<file path="config.mk">
export PLATFORM = sky130hd
export DESIGN_NAME = adc_frame_scheduler_flat
export DESIGN_NICKNAME = d
export VERILOG_FILES = /design/src/rtl/adc_frame_scheduler_if.sv /design/src/rtl/adc_frame_scheduler.sv /design/src/flat_wrapper.sv
export SDC_FILE = /design/constraint.sdc
export NUM_CORES = 1
export LEC_CHECK = 0
export ABC_AREA = 1
export ABC_CLOCK_PERIOD_IN_PS = 4380
export CORE_MARGIN = 2
export CORE_UTILIZATION = 26
export CTS_BUF_LIST = sky130_fd_sc_hd__clkbuf_8
export DETAILED_ROUTE_END_ITERATION = 10
export GPL_TIMING_DRIVEN = 0
export SLEW_MARGIN = 0
export SYNTH_ARGS = -nofsm -noshare
export SYNTH_HDL_FRONTEND = slang
export SYNTH_SLANG_ARGS = --single-unit
</file>
<file path="constraint.sdc">
create_clock -name sck -period 4.38 [get_ports sck]
set_input_delay 0.876 -clock sck [delete_from_list [all_inputs] [get_ports sck]]
set_output_delay 0.876 -clock sck [all_outputs]
set_load 0.005 [all_outputs]
</file>
<file path="src/rtl/adc_frame_scheduler_if.sv">
// adc_frame_scheduler_if: 128-bit AXI-Stream beat bundle.
// master drives data/valid/last, slave returns ready.
interface adc_frame_scheduler_if;
  logic [127:0] tdata;
  logic         tvalid;
  logic         tready;
  logic         tlast;

  modport master (
    output tdata,
    output tvalid,
    output tlast,
    input  tready
  );

  modport slave (
    input  tdata,
    input  tvalid,
    input  tlast,
    output tready
  );
endinterface

</file>
<file path="src/rtl/adc_frame_scheduler.sv">
// adc_frame_scheduler: grants pending I2S receivers, packs 8 samples into
// two 128-bit AXIS beats. Option ADC_SCHED_SIGN_EXT_EN sign-extends lanes.
module adc_frame_scheduler #(
  parameter int SAMPLE_W      = 24,
  parameter int FRAME_TIMEOUT = 128,
  parameter int CNT_W         = 16
) (
  input  logic                  sck,
  input  logic                  rst,
  input  logic                  start,
  input  logic [7:0]            ch_valid,
  input  logic [8*SAMPLE_W-1:0] ch_data,
  output logic [7:0]            ch_ack,
  adc_frame_scheduler_if.master S_AXIS,
  output logic [CNT_W-1:0]      frame_count,
  output logic                  missing,
  output logic                  busy
);

  localparam int TW = $clog2(FRAME_TIMEOUT) + 1;
  localparam logic [TW-1:0] T_LAST = TW'(FRAME_TIMEOUT - 1);

  typedef enum logic [1:0] {IDLE, COLLECT, SEND0, SEND1} state_t;

  state_t        state;
  logic [7:0]    captured;
  logic [31:0]   slot [8];
  logic [TW-1:0] timer;
  logic          running;

  logic [7:0]    pend;
  logic [7:0]    cap;
  logic [7:0]    cap_mask;
  logic [31:0]   slot_nxt [8];
  logic [TW-1:0] timer_nxt;
  logic          run_nxt;
  logic          full;
  logic          expire;

  function automatic logic [31:0] widen(input logic [SAMPLE_W-1:0] s);
    logic [31:0] r;
    r = '0;
    r[SAMPLE_W-1:0] = s;
`ifdef ADC_SCHED_SIGN_EXT_EN
    for (int b = SAMPLE_W; b < 32; b++) r[b] = s[SAMPLE_W-1];
`endif
    return r;
  endfunction

  // Lowest-index pending grant plus the frame state it would produce.
  always_comb begin
    pend     = ch_valid & ~captured;
    cap      = (state == COLLECT) ? (pend & (~pend + 8'd1)) : 8'd0;
    cap_mask = captured | cap;
    run_nxt  = running | (|cap);
    if (running) timer_nxt = timer + TW'(1);
    else         timer_nxt = '0;
    full     = (cap_mask == 8'hFF);
    expire   = run_nxt && (timer_nxt == T_LAST);
    for (int i = 0; i < 8; i++) begin
      slot_nxt[i] = cap[i] ? widen(ch_data[i*SAMPLE_W +: SAMPLE_W])
                           : slot[i];
    end
  end

  // Frame FSM with registered handshake and status outputs.
  always_ff @(posedge sck) begin
    if (rst) begin
      state         <= IDLE;
      captured      <= '0;
      timer         <= '0;
      running       <= 1'b0;
      ch_ack        <= '0;
      S_AXIS.tdata  <= '0;
      S_AXIS.tvalid <= 1'b0;
      S_AXIS.tlast  <= 1'b0;
      frame_count   <= '0;
      missing       <= 1'b0;
      busy          <= 1'b0;
      for (int i = 0; i < 8; i++) slot[i] <= '0;
    end else begin
      unique case (state)
        IDLE: begin
          ch_ack <= '0;
          if (start) begin
            state <= COLLECT;
            busy  <= 1'b1;
          end
        end
        COLLECT: begin
          ch_ack   <= cap;
          captured <= cap_mask;
          timer    <= timer_nxt;
          running  <= run_nxt;
          for (int i = 0; i < 8; i++) slot[i] <= slot_nxt[i];
          if (full || expire) begin
            state         <= SEND0;
            S_AXIS.tvalid <= 1'b1;
            S_AXIS.tlast  <= 1'b0;
            S_AXIS.tdata  <= {slot_nxt[3], slot_nxt[2],
                              slot_nxt[1], slot_nxt[0]};
            if (!full) missing <= 1'b1;
          end
        end
        SEND0: begin
          ch_ack <= '0;
          if (S_AXIS.tready) begin
            state        <= SEND1;
            S_AXIS.tlast <= 1'b1;
            S_AXIS.tdata <= {slot[7], slot[6], slot[5], slot[4]};
          end
        end
        SEND1: begin
          ch_ack <= '0;
          if (S_AXIS.tready) begin
            S_AXIS.tvalid <= 1'b0;
            S_AXIS.tlast  <= 1'b0;
            S_AXIS.tdata  <= '0;
            frame_count   <= frame_count + CNT_W'(1);
            captured      <= '0;
            timer         <= '0;
            running       <= 1'b0;
            for (int i = 0; i < 8; i++) slot[i] <= '0;
            state <= start ? COLLECT : IDLE;
            busy  <= start;
          end
        end
        default: state <= IDLE;
      endcase
    end
  end

endmodule
</file>
<file path="src/flat_wrapper.sv">
// flat-port wrapper written by rule: the top's interface ports become plain ports
module adc_frame_scheduler_flat 
#(
  parameter int SAMPLE_W      = 24,
  parameter int FRAME_TIMEOUT = 128,
  parameter int CNT_W         = 16
)
  (sck, rst, start, ch_valid, ch_data, ch_ack, frame_count, missing, busy, S_AXIS_tdata, S_AXIS_tvalid, S_AXIS_tlast, S_AXIS_tready);
  adc_frame_scheduler_if S_AXIS_i ();
  input  logic sck;
  input  logic rst;
  input  logic start;
  input  logic [7:0] ch_valid;
  input  logic [8*SAMPLE_W-1:0] ch_data;
  output logic [7:0] ch_ack;
  output logic [CNT_W-1:0] frame_count;
  output logic missing;
  output logic busy;
  output wire logic [$bits(S_AXIS_i.tdata)-1:0] S_AXIS_tdata;
  output wire logic [$bits(S_AXIS_i.tvalid)-1:0] S_AXIS_tvalid;
  output wire logic [$bits(S_AXIS_i.tlast)-1:0] S_AXIS_tlast;
  input wire logic [$bits(S_AXIS_i.tready)-1:0] S_AXIS_tready;
  assign S_AXIS_tdata = S_AXIS_i.tdata;
  assign S_AXIS_tvalid = S_AXIS_i.tvalid;
  assign S_AXIS_tlast = S_AXIS_i.tlast;
  assign S_AXIS_i.tready = S_AXIS_tready;
  adc_frame_scheduler #(.SAMPLE_W(SAMPLE_W), .FRAME_TIMEOUT(FRAME_TIMEOUT), .CNT_W(CNT_W)) u_core (.sck(sck), .rst(rst), .start(start), .ch_valid(ch_valid), .ch_data(ch_data), .ch_ack(ch_ack), .S_AXIS(S_AXIS_i), .frame_count(frame_count), .missing(missing), .busy(busy));
endmodule
</file>
# == Word level (Yosys, flattened, before mapping) ==
# Memory sizes are Yosys's and may differ from the RTL's.
# Index checks and enable logic that the tools add are counted.
# word_totals
ram_bits,256
out_inout_bits,156
wordCells,121
n_memories,1
reg_bits,175
# op_classes
addsub,3
bitwise_logic,23
muxes,59
reduce_logical,15
eq_ne,9
# mem_list
name,depth,width,rd,rd_clocked_by_memory_dff,wr,line_no,rtl
u_core.slot,8,32,8,0,8,adc_frame_scheduler.sv:27,logic [31:0] slot [8];
# op_table
op,n
2-to-1 mux 32 bit,24
2-to-1 mux 128 bit,3
case mux 128 bit (3 select lines),1
case mux 8 bit (2 select lines),3
2-to-1 mux 8 bit,3
OR 1 bit,17
adder 16 x 1 -> 16 bit (second input constant),1
adder 8 x 1 -> 8 bit (second input constant),2
AND 8 bit,2
2-to-1 mux 1 bit,16
NOT 8 bit,2
AND reduction 3 bit,3
equality test 8 x 7 -> 1 bit (second input constant),1
equality test 8 bit (second input constant),1
2-to-1 mux 2 bit,4
inequality test 2 bit (second input constant),4
OR 8 bit,1
case mux 2 bit (4 select lines),1
AND reduction 4 bit,2
OR reduction 8 bit,1
case mux 1 bit (2 select lines),3
equality test 2 bit (second input constant),2
AND reduction 2 bit,2
nonzero test 2 bit,2
other kinds (8),8

# == Longest topological paths before layout ==
# Gate-level depths: netlist of run 1.
# depth
depth_word,12
mapped_depth,18
ltp_nobuf,15

# == Worst setup path before layout of run 1 ==
# OpenSTA, ideal clock, no wires.
# synth_timing
path_kind,input to register
start,input rst
end,"memory u_core.slot[3][4] (netlist: u_core.slot[0][100]), enable pin"
path_stages,5
arrival_time_ps,3303
path_slack_ps,171
cell_sequence,clkbuf_1 -> nor2_1 -> clkbuf_1 -> clkbuf_1 -> nand2_1
# synth_rtl
item,line_no,rtl
from (decl),flat_wrapper.sv:11,input logic rst;
to (decl),adc_frame_scheduler.sv:27,

==> results.cfg, run 1 <==
[detailed_routing]
drt-pass1-iter-count = 5
postRouteAntennaNets = 0
via_count = 16000
drt-initial-drc-count = 1062
post_drt_wl_per_cell_um = 18.3
vias_per_cell = 4.53
route.detailed.drc = 0
drt_wl_total_mm = 64.3

[layout]
multi_input_area_mm2 = 0.00675
regArea_mm2 = 0.00927
fin_nets = 2799
final_cell_count_no_fill = 3521
area.growth.synth_to_final_pct = 36.4
drive_gt1_share_pct = 7.46
fillCellCount = 7057

[critical_path]
r2r_cells = 8
end_kind = flip-flop
arrival_ps = 4310
cp_top_family = buffers and inverters
path_class = reg -> reg
ff2ff_setup_slack_ps = 410
r2r_end = u_core.slot[0][85]$_SDFFCE_PP0P_
critical_path_depth = 8
startpoint_type = flip-flop
path_cells = ha_1, nand2_1, inv_1, nor2_1, clkbuf_1, clkbuf_1, nand2_4, buf_16
r2r_start = u_core.state[0]$_SDFFE_PP0P_
cp_num_buf_inv = 4
cp_max_fo = 60
cp_common_cell = clkbuf_1
crit_path_max_incr_delay_ps = 640
critPathRequiredTime_ps = 4730
slowest_stage = clkbuf_1

[min_path]
whs_endpoint = u_core.missing$_SDFFE_PP0P_
hold_class = reg -> reg
min_from = u_core.missing$_SDFFE_PP0P_
hold_depth = 2

[power]
powerDensity_mw_per_mm2 = 587
p_leak_nw = 9.30
irDropWorstVdd_uv = 220

[sta]
max_slew_margin_pct = 25.7
min_period_ps = 3970
finClkSkew_ps = 50.9
maxSlewViolCount = 0
worst_pin_slew_ps = 1110
fin_crit_sh_pct = 90.6
rsz0062_at_grt = false
holdWs_ps = 453
timing.fmax_mhz = 252
setup_viol = 0
hold_violations = 0

[synth]
netlist_area_mm2 = 0.0173
async_reset_ff_share_pct = 0
yosysSeqAreaShare_pct = 53.5
synth_fp_nets = 2359
ys.flop_type = dfxtp_1
synthCells = 2149
ys_types = 34
yosysWarnings = 0
synth_edf_count = 128
synth.avg_cell_area_um2 = 8.06
synth-seq-cells = 399

[clocking]
cts_root_buf = clkbuf_8
cts_setup_buffers = 0
cts.path.max_buffers = 3
cts_tree = built
cts_sinks = 399
cts_htree_levels = 3
hold_buffers = 0
clock_latency_ps = 680
clk_pin_slew_ps = 70
cts_resized = 0
cts-buffers-inserted = 78

[placement]
dpl.cell_count = 3373
portBuffers = 359
routabilityCongestion = 0.826
place_hpwl_mm = 47.0

[outcome]
status = completed

[floorplan]
fp.dieArea_mm2 = 0.0687
initial_utilization_pct = 26.3
pin_count = 360
rows = 94
die_h_um = 262
die_x_um = 262
core_mm2 = 0.0659

[global_route]
antenna_found_initial = 12
grt_pass1_wl_mm = 94.4
grt_pass1_vias = 15800
grt.total_usage_pct = 18.4
grt_max_degree = 61
grt_overflow = 0

[job]
drv_cap = 0
==> final cells by class <==
| class | instances | share of cell area, % |
|---|---|---|
| sequential | 399 | 39.2 |
| multi-input combinational | 1421 | 28.6 |
| timing repair buffer | 360 | 15.3 |
| clock buffer | 93 | 5.42 |
| tap | 864 | 4.58 |
| inverter | 186 | 2.96 |
| buffer | 143 | 2.59 |
| clock inverter | 52 | 1.29 |
| antenna | 3 | 0.0318 |
==> worst max path at each step <==
stage | from | end | slack, ps
after global placement | rst | u_core.slot[0][76]$_SDFFCE_PP0P_ | -3230
after floorplan | rst | u_core.slot[0][100]$_SDFFCE_PP0P_ | 170
after global routing | u_core.state[0]$_SDFFE_PP0P_ | u_core.slot[0][78]$_SDFFCE_PP0P_ | 120
final | u_core.state[0]$_SDFFE_PP0P_ | u_core.slot[0][85]$_SDFFCE_PP0P_ | 410
after CTS | u_core.state[0]$_SDFFE_PP0P_ | u_core.slot[0][76]$_SDFFCE_PP0P_ | 350
after detailed placement | rst | u_core.slot[0][85]$_SDFFCE_PP0P_ | -290
==> where the power goes <==
| group | leakage, nW | internal, W | switching [W] |
|---|---|---|---|
| registers | 3.57 | 0.00464 | 0.000279 |
| clock network | 0.933 | 0.00211 | 0.00174 |
| logic | 4.80 | 0.00202 | 0.00309 |
| total | 9.30 | 0.00876 | 0.00511 |
==> layer usage <==
metal | GRT usage, % | routed length, um
met1 | 23.4 | 28200
met2 | 29.6 | 29100
met3 | 5.19 | 5000
met4 | 6.78 | 1910
met5 | 0 | 101
==> state kept, by name (all words and copies together), names as in the netlist, 2 cells and up <==
| register | cells |
|---|---|
| u_core.S_AXIS.tdata | 128 |
| u_core.timer | 8 |
| u_core.slot | 224 |
| u_core.ch_ack | 8 |
| u_core.captured | 8 |
| u_core.frame_count | 16 |
| u_core.state | 2 |
==> cells in the final DEF, fill, tap and decap left out, types with 49 or more instances in the layout <==
cell type | netlist | routed
o21ai_0 | 159 | 159
nor3_1 | 50 | 50
inv_1 | 180 | 216
dfxtp_1 | 271 | 271
or2_2 | 49 | 49
clkbuf_8 | 0 | 93
edfxtp_1 | 128 | 128
a21oi_1 | 141 | 141
clkdlybuf4s50_1 | 0 | 359
clkbuf_1 | 111 | 111
nand2_1 | 342 | 340
nor2_1 | 430 | 430
==> Yosys cell counts (42+ instances only) <==
master,count,area share (%)
a21oi_1,141,4.1
clkbuf_1,111,2.4
dfxtp_1,271,31
edfxtp_1,128,22
inv_1,180,3.9
nand2_1,342,7.4
nand3_1,42,1.2
nand3b_1,48,2.1
nor2_1,430,9.3
nor3_1,50,1.4
o21ai_0,159,4.6
o22ai_1,46,1.7
or2_2,49,1.8
==> worst reg2reg max path, delay by kind of cell (launching register included) <==
kind          cells  cell delay [ps]
flops             1              350
buf+inv           4             1910
simple gates      3             1050
fa+ha+maj         1              280
==> logic make-up after synthesis <==
logic type      count (synthesis)  synth area share [%]
fa+ha+maj                       6                 0.433
mux                            25                  1.44
xor+xnor                        1                0.0506
simple gates                  981                  24.0
buf+inv                       329                  7.58
flops                         399                  53.5
compound gates                408                  13.0
==> through the flow <==
stage	setup slack [ps]	area (um2)	setup TNS, ps	util, %	total power (W)
after floorplan	171	17300	0	-	0.00791
after global placement	-3230	22000	-333080	33.4	0.0101
after detailed placement	-285	22000	-22700	33.5	0.0102
after CTS	348	23600	0	35.9	0.0141
after global routing	124	23600	0	35.9	0.0149
final	411	23600	0	35.9	0.0139
Note: power is estimated with default switching activity, not from simulation.
==> run 2, diff against run 1 <==
- ABC_CLOCK_PERIOD_IN_PS: 4380 -> 3400
- clock period: 4.38 -> 3.4 ns (I/O delays scaled with it)
==> run 2 against run 1 <==
Net effect:
- wire length down 0.70%
- first-iteration DRC count grew 19%
- critical path depth is 1 lower
- sequential power grew 29%
- non-clock buffer count rose by 1
- core utilization is essentially flat
- clock power increased by 27%
- cell count hardly changed
- critical path type unchanged
- critical endpoint is now u_core.slot[0][53]$_SDFFCE_PP0P_
- largest power group unchanged
==> results.cfg, run 2 (same netlist as run 1, synthesis figures left out) <==
[detailed_routing]
vias_per_cell = 4.52
drt-initial-drc-count = 1261
drt-pass1-iter-count = 5
postRouteAntennaNets = 0
route.detailed.drc = 0
post_drt_wl_per_cell_um = 18.1
drt_wl_total_mm = 63.8
via_count = 15900

[critical_path]
critPathRequiredTime_ps = 3580
crit_path_max_incr_delay_ps = 430
path_cells = ha_1, nand2_1, inv_1, nor2_1, clkbuf_2, clkbuf_4, nand2_8
end_kind = flip-flop
path_class = reg -> reg
slowest_stage = nand2_8
cp_max_fo = 96
r2r_cells = 7
startpoint_type = flip-flop
arrival_ps = 3400

[sta]
finClkSkew_ps = 36.6
hold_violations = 0
final.setup.worst_slack_ps = 178
worst_pin_slew_ps = 947
maxSlewViolCount = 0
setup_viol = 0
finalSetupTns_ps = 0
timing.fmax_mhz = 310
max_slew_margin_pct = 36.9
min_period_ps = 3220
fin_crit_sh_pct = 94.8
rsz0062_at_grt = false

[global_route]
antenna_found_initial = 10
grt_overflow = 0
grt_pass1_wl_mm = 93.6
grt_max_degree = 97
grt_pass1_vias = 15700
grt.total_usage_pct = 18.2

[placement]
portBuffers = 359
routabilityCongestion = 0.833
dp_slack_ps = -1090
dpl.cell_count = 3372
place_hpwl_mm = 46.7
placed_area_mm2 = 0.0220

[power]
finalPower_w = 0.0178
p_leak_nw = 9.28
powerDensity_mw_per_mm2 = 754
irDropWorstVdd_uv = 269

[clocking]
cts_sinks = 399
cts_root_buf = clkbuf_8
cts.path.max_buffers = 3
cts-buffers-inserted = 76
clock_latency_ps = 670
clk_pin_slew_ps = 60
cts_htree_levels = 3
cts_tree = built

[layout]
fin_nets = 2798
largest_reg_flops = 224
drive_gt1_share_pct = 7.62
area.growth.synth_to_final_pct = 36.5
final_cell_count_no_fill = 3518
final_common_cell = nor2_1
mostFrequentLayoutCells = 430 x nor2_1, 359 x clkdlybuf4s50_1, 339 x nand2_1
fin_area_mm2 = 0.0237
fillCellCount = 6884
largestRegisters = u_core.slot (224), u_core.S_AXIS.tdata (128), u_core.frame_count (16)
largest_register = u_core.slot

[floorplan]
die_x_um = 262
core_mm2 = 0.0659
initial_utilization_pct = 26.3
die_h_um = 262
fp.dieArea_mm2 = 0.0687
pin_count = 360
rows = 94

[min_path]
hold_depth = 2
hold_class = reg -> reg

[outcome]
status = completed

[job]
drv_cap = 0
==> run 2: cell count changes in the layout (fill, tap and decap cells not counted), moves of 2 or more <==
| cell | delta |
|---|---|
| buf_4 | +2 |
| clkinv_2 | -3 |
| clkbuf_1 | -2 |
| inv_1 | -6 |
| nand2_8 | +2 |
| clkinv_1 | +2 |
| clkbuf_8 | +4 |
==> run 2: final timing paths <==
check / startpoint / endpoint / slack, ps
setup reg to reg: u_core.state[0]$_SDFFE_PP0P_ / u_core.slot[0][53]$_SDFFCE_PP0P_ / 180
hold / removal: u_core.missing$_SDFFE_PP0P_ / u_core.missing$_SDFFE_PP0P_ / 450
hold reg to reg: u_core.missing$_SDFFE_PP0P_ / u_core.missing$_SDFFE_PP0P_ / 450
setup / recovery: u_core.state[0]$_SDFFE_PP0P_ / u_core.slot[0][53]$_SDFFCE_PP0P_ / 180
==> run 2: where the power goes <==
part	leakage [nW]	internal (W)	switching (W)
Clock	0.907	0.00271	0.00216
Sequential	3.57	0.00598	0.000365
Combinational	4.81	0.00262	0.00400
==> run 2: what timing repair did <==
item / in CTS / in global routing
gates resized for setup: 4 / 5
buffers inserted: 2 / 0
pin swaps: 1 / 0
hold buffers: 0 / 0
endpoints found under the setup margin: 252 / 93
==> run 2: metal layers <==
metal  part of all wire [%]  track usage [%]
met1                     44             23.6
met2                     46             29.1
met3                    7.7             4.78
met4                    2.4             6.42
met5                   0.11                0
==> run 2: through the flow <==
step | hold WS, ps | utilization (%)
6_report | 453 | 35.9
5_1_grt | 475 | 35.9
4_1_cts | 456 | 35.9
3_5_place_dp | 447 | 33.4
3_3_place_gp | 441 | 33.4
2_1_floorplan | 430 | -
==> run 2: critical path, delay by kind of cell (launching register included) <==
family,cells,cell delay [ps]
adders and majority gates,1,300
and+or+nand+nor,3,940
DFF,1,350
buffers and inverters,3,980
==> run 2: final cells by class <==
cell class	count	area (um2)	share of cell area, %
multi-input cells	1421	6790	28.7
well taps	864	1080	4.57
inverters	186	699	2.96
diodes	3	7.51	0.0317
plain buffers	143	618	2.61
repair buffers	361	3610	15.3
clock inverters	44	245	1.04
flip-flops and latches	399	9270	39.2
clock buffers	97	1340	5.64
==> run 3, diff against run 2 <==
- DONT_BUFFER_PORTS: not set -> 1
- PLACE_DENSITY: not set -> 0.38
==> run 3 against run 2 <==
Net effect:
- non-clock buffer count down 362
- clock power about the same
- critical endpoint is now u_core.slot[0][244]$_SDFFE_PP0P_
- maximum frequency up 0.31%
- critical path type unchanged
- via count down 8.7%
- register-to-register slack about the same
- wire length up 1.1%
- core utilization down 5.4 points
- hold slack worse by 280 ps
- sequential share of layout area up 7.0 points
- sequential cell count unchanged
==> results.cfg, run 3 (same netlist as run 1, synthesis figures left out) <==
[floorplan]
die_x_um = 262
die_h_um = 262
initial_utilization_pct = 26.3
rows = 94
pin_count = 360
core_mm2 = 0.0659
fp.dieArea_mm2 = 0.0687

[min_path]
whs_endpoint = u_core.slot[0][151]$_SDFFE_PP0P_
min_from = ch_data[119]
hold_depth = 2
hold_class = in -> reg

[power]
switching_power_w = 0.00643
p_leak_nw = 7.97
clkPwrFrac_pct = 28.9
irDropWorstVdd_uv = 297
p_int_w = 0.0104
switching_share_pct = 38.3
combinationalPowerShare_pct = 32.2
finalPower_w = 0.0168
powerDensity_mw_per_mm2 = 837
pwr-share-seq_pct = 39.0

[global_route]
grt_max_degree = 49
grt_overflow = 0
grt_pass1_wl_mm = 92.7
grt.total_usage_pct = 18.3
antenna_found_initial = 6
grt_pass1_vias = 14600

[detailed_routing]
vias_per_cell = 4.59
postRouteAntennaNets = 0
drt-pass1-iter-count = 5
post_drt_wl_per_cell_um = 20.4
route.detailed.drc = 0
via_count = 14500
drt-initial-drc-count = 756
drt_wl_total_mm = 64.5

[critical_path]
cp_max_fo = 10
arrival_ps = 3720
path_class = reg -> reg
r2r_end = u_core.slot[0][244]$_SDFFE_PP0P_
ff2ff_setup_slack_ps = 190
cp_top_family = buffers and inverters
cp_num_buf_inv = 7
end_kind = flip-flop
slowest_stage = o21ai_0
path_cells = inv_1, ha_1, buf_4, clkinvlp_4, nor2_1, inv_1, nor2_1, inv_1, clkbuf_1, clkbuf_1, o21ai_0, a21oi_1
startpoint_type = flip-flop
critical_path_depth = 12
r2r_cells = 12
critPathRequiredTime_ps = 3910
cp_common_cell = inv_1
crit_path_max_incr_delay_ps = 370
r2r_start = u_core.state[1]$_SDFFE_PP0P_

[sta]
setup_viol = 0
timing.fmax_mhz = 311
rsz0062_at_grt = true
maxSlewViolCount = 0
finalSetupTns_ps = 0
fin_crit_sh_pct = 94.5
min_period_ps = 3210
hold_violations = 0
worst_pin_slew_ps = 1240
max_slew_margin_pct = 17.2
finClkSkew_ps = 35.2

[layout]
largest_reg_flops = 224
fin_nets = 2442
largest_register = u_core.slot
mostFrequentLayoutCells = 430 x nor2_1, 340 x nand2_1, 271 x dfxtp_1
largestRegisters = u_core.slot (224), u_core.S_AXIS.tdata (128), u_core.frame_count (16)
area.growth.synth_to_final_pct = 15.9
post-route-util_pct = 30.5
drive_gt1_share_pct = 8.89
final_common_cell = nor2_1

[clocking]
cts-buffers-inserted = 81
clk_pin_slew_ps = 60
cts_htree_levels = 3
cts_root_buf = clkbuf_8
cts_sinks = 399
cts_tree = built
cts.path.max_buffers = 3
clock_latency_ps = 660
hold_buffers = 0
cts_setup_buffers = 0

[placement]
place_hpwl_mm = 47.5
portBuffers = 0
routabilityCongestion = 0.799

[job]
drv_cap = 0

[outcome]
status = completed
run 3: cell count changes in the layout (fill, tap and decap cells not counted), moves of 2 or more:
cell / before / now
clkbuf_1: 109 / 107
clkbuf_8: 97 / 101
buf_4: 4 / 2
inv_1: 210 / 215
clkdlybuf4s50_1: 359 / 0
clkinvlp_4: 5 / 2
clkinv_1: 3 / 0
bufinv_16: 2 / 0
clkinv_2: 4 / 7
run 3: worst reg2reg max path, delay by kind of cell, from the launching register on:
family | cells | cell delay [ps]
adder cells (fa/ha/maj) | 1 | 200
AND/OR/NAND/NOR | 2 | 550
AO/OA/AOI/OAI | 2 | 440
flip-flops | 1 | 330
buffers and inverters | 7 | 1550
run 3: power by group through the flow:
stage	registers [W]	clock network (W)	logic, W
3_5_place_dp	0.00667	0	0.00545
3_3_place_gp	0.00667	0	0.00542
5_1_grt	0.00665	0.00524	0.00613
4_1_cts	0.00657	0.00503	0.00551
2_1_floorplan	0.00641	0	0.00377
6_report	0.00654	0.00485	0.00541
run 3: per-stage QoR:
stage | cell area (um2) | cells | setup slack (ps) | hold WS [ps]
finish | 20100 | 3162 | 188 | 169
global route | 20100 | 3159 | -8.32 | 121
CTS | 20000 | 3159 | 19.8 | 78.4
detailed placement | 18400 | 3013 | -927 | 449
global placement | 18400 | 3013 | -2250 | 443
floorplan | 17300 | 2149 | 347 | 430
run 3: final cells by class:
cell class	instances	area [um2]
inverter	186	703
clock inverter	44	181
buffer	142	616
sequential	399	9270
multi-input combinational	1422	6820
fill	7138	45800
antenna	4	10.0
clock buffer	101	1390
tap	864	1080
run 3: how the worst max path moves through the flow:
stage	startpoint	endpoint	slack (ps)
6_report	u_core.state[1]$_SDFFE_PP0P_	u_core.slot[0][244]$_SDFFE_PP0P_	190
5_1_grt	u_core.state[1]$_SDFFE_PP0P_	u_core.slot[0][246]$_SDFFE_PP0P_	-8
2_1_floorplan	rst	u_core.slot[0][100]$_SDFFCE_PP0P_	350
3_3_place_gp	S_AXIS_tready	u_core.slot[0][113]$_SDFFCE_PP0P_	-2250
3_5_place_dp	S_AXIS_tready	u_core.slot[0][70]$_SDFFCE_PP0P_	-930
4_1_cts	u_core.state[1]$_SDFFE_PP0P_	u_core.S_AXIS.tdata[32]$_SDFFE_PP0P_	20
run 3: what timing repair did:
action	in CTS	in global routing
gates cloned	1	0
pin swaps	1	0
endpoints found under the setup margin	233	188
gates resized for setup	8	5
hold endpoints to repair	0	0
run 3: metal layers:
metal	vias to the layer above	routed length (um)	global-route usage, %
met5	-	54	0
met3	82	5530	6.66
met2	350	30400	30.5
met4	8	1180	5.67
met1	6838	27300	21.9
li1	7225	-	-
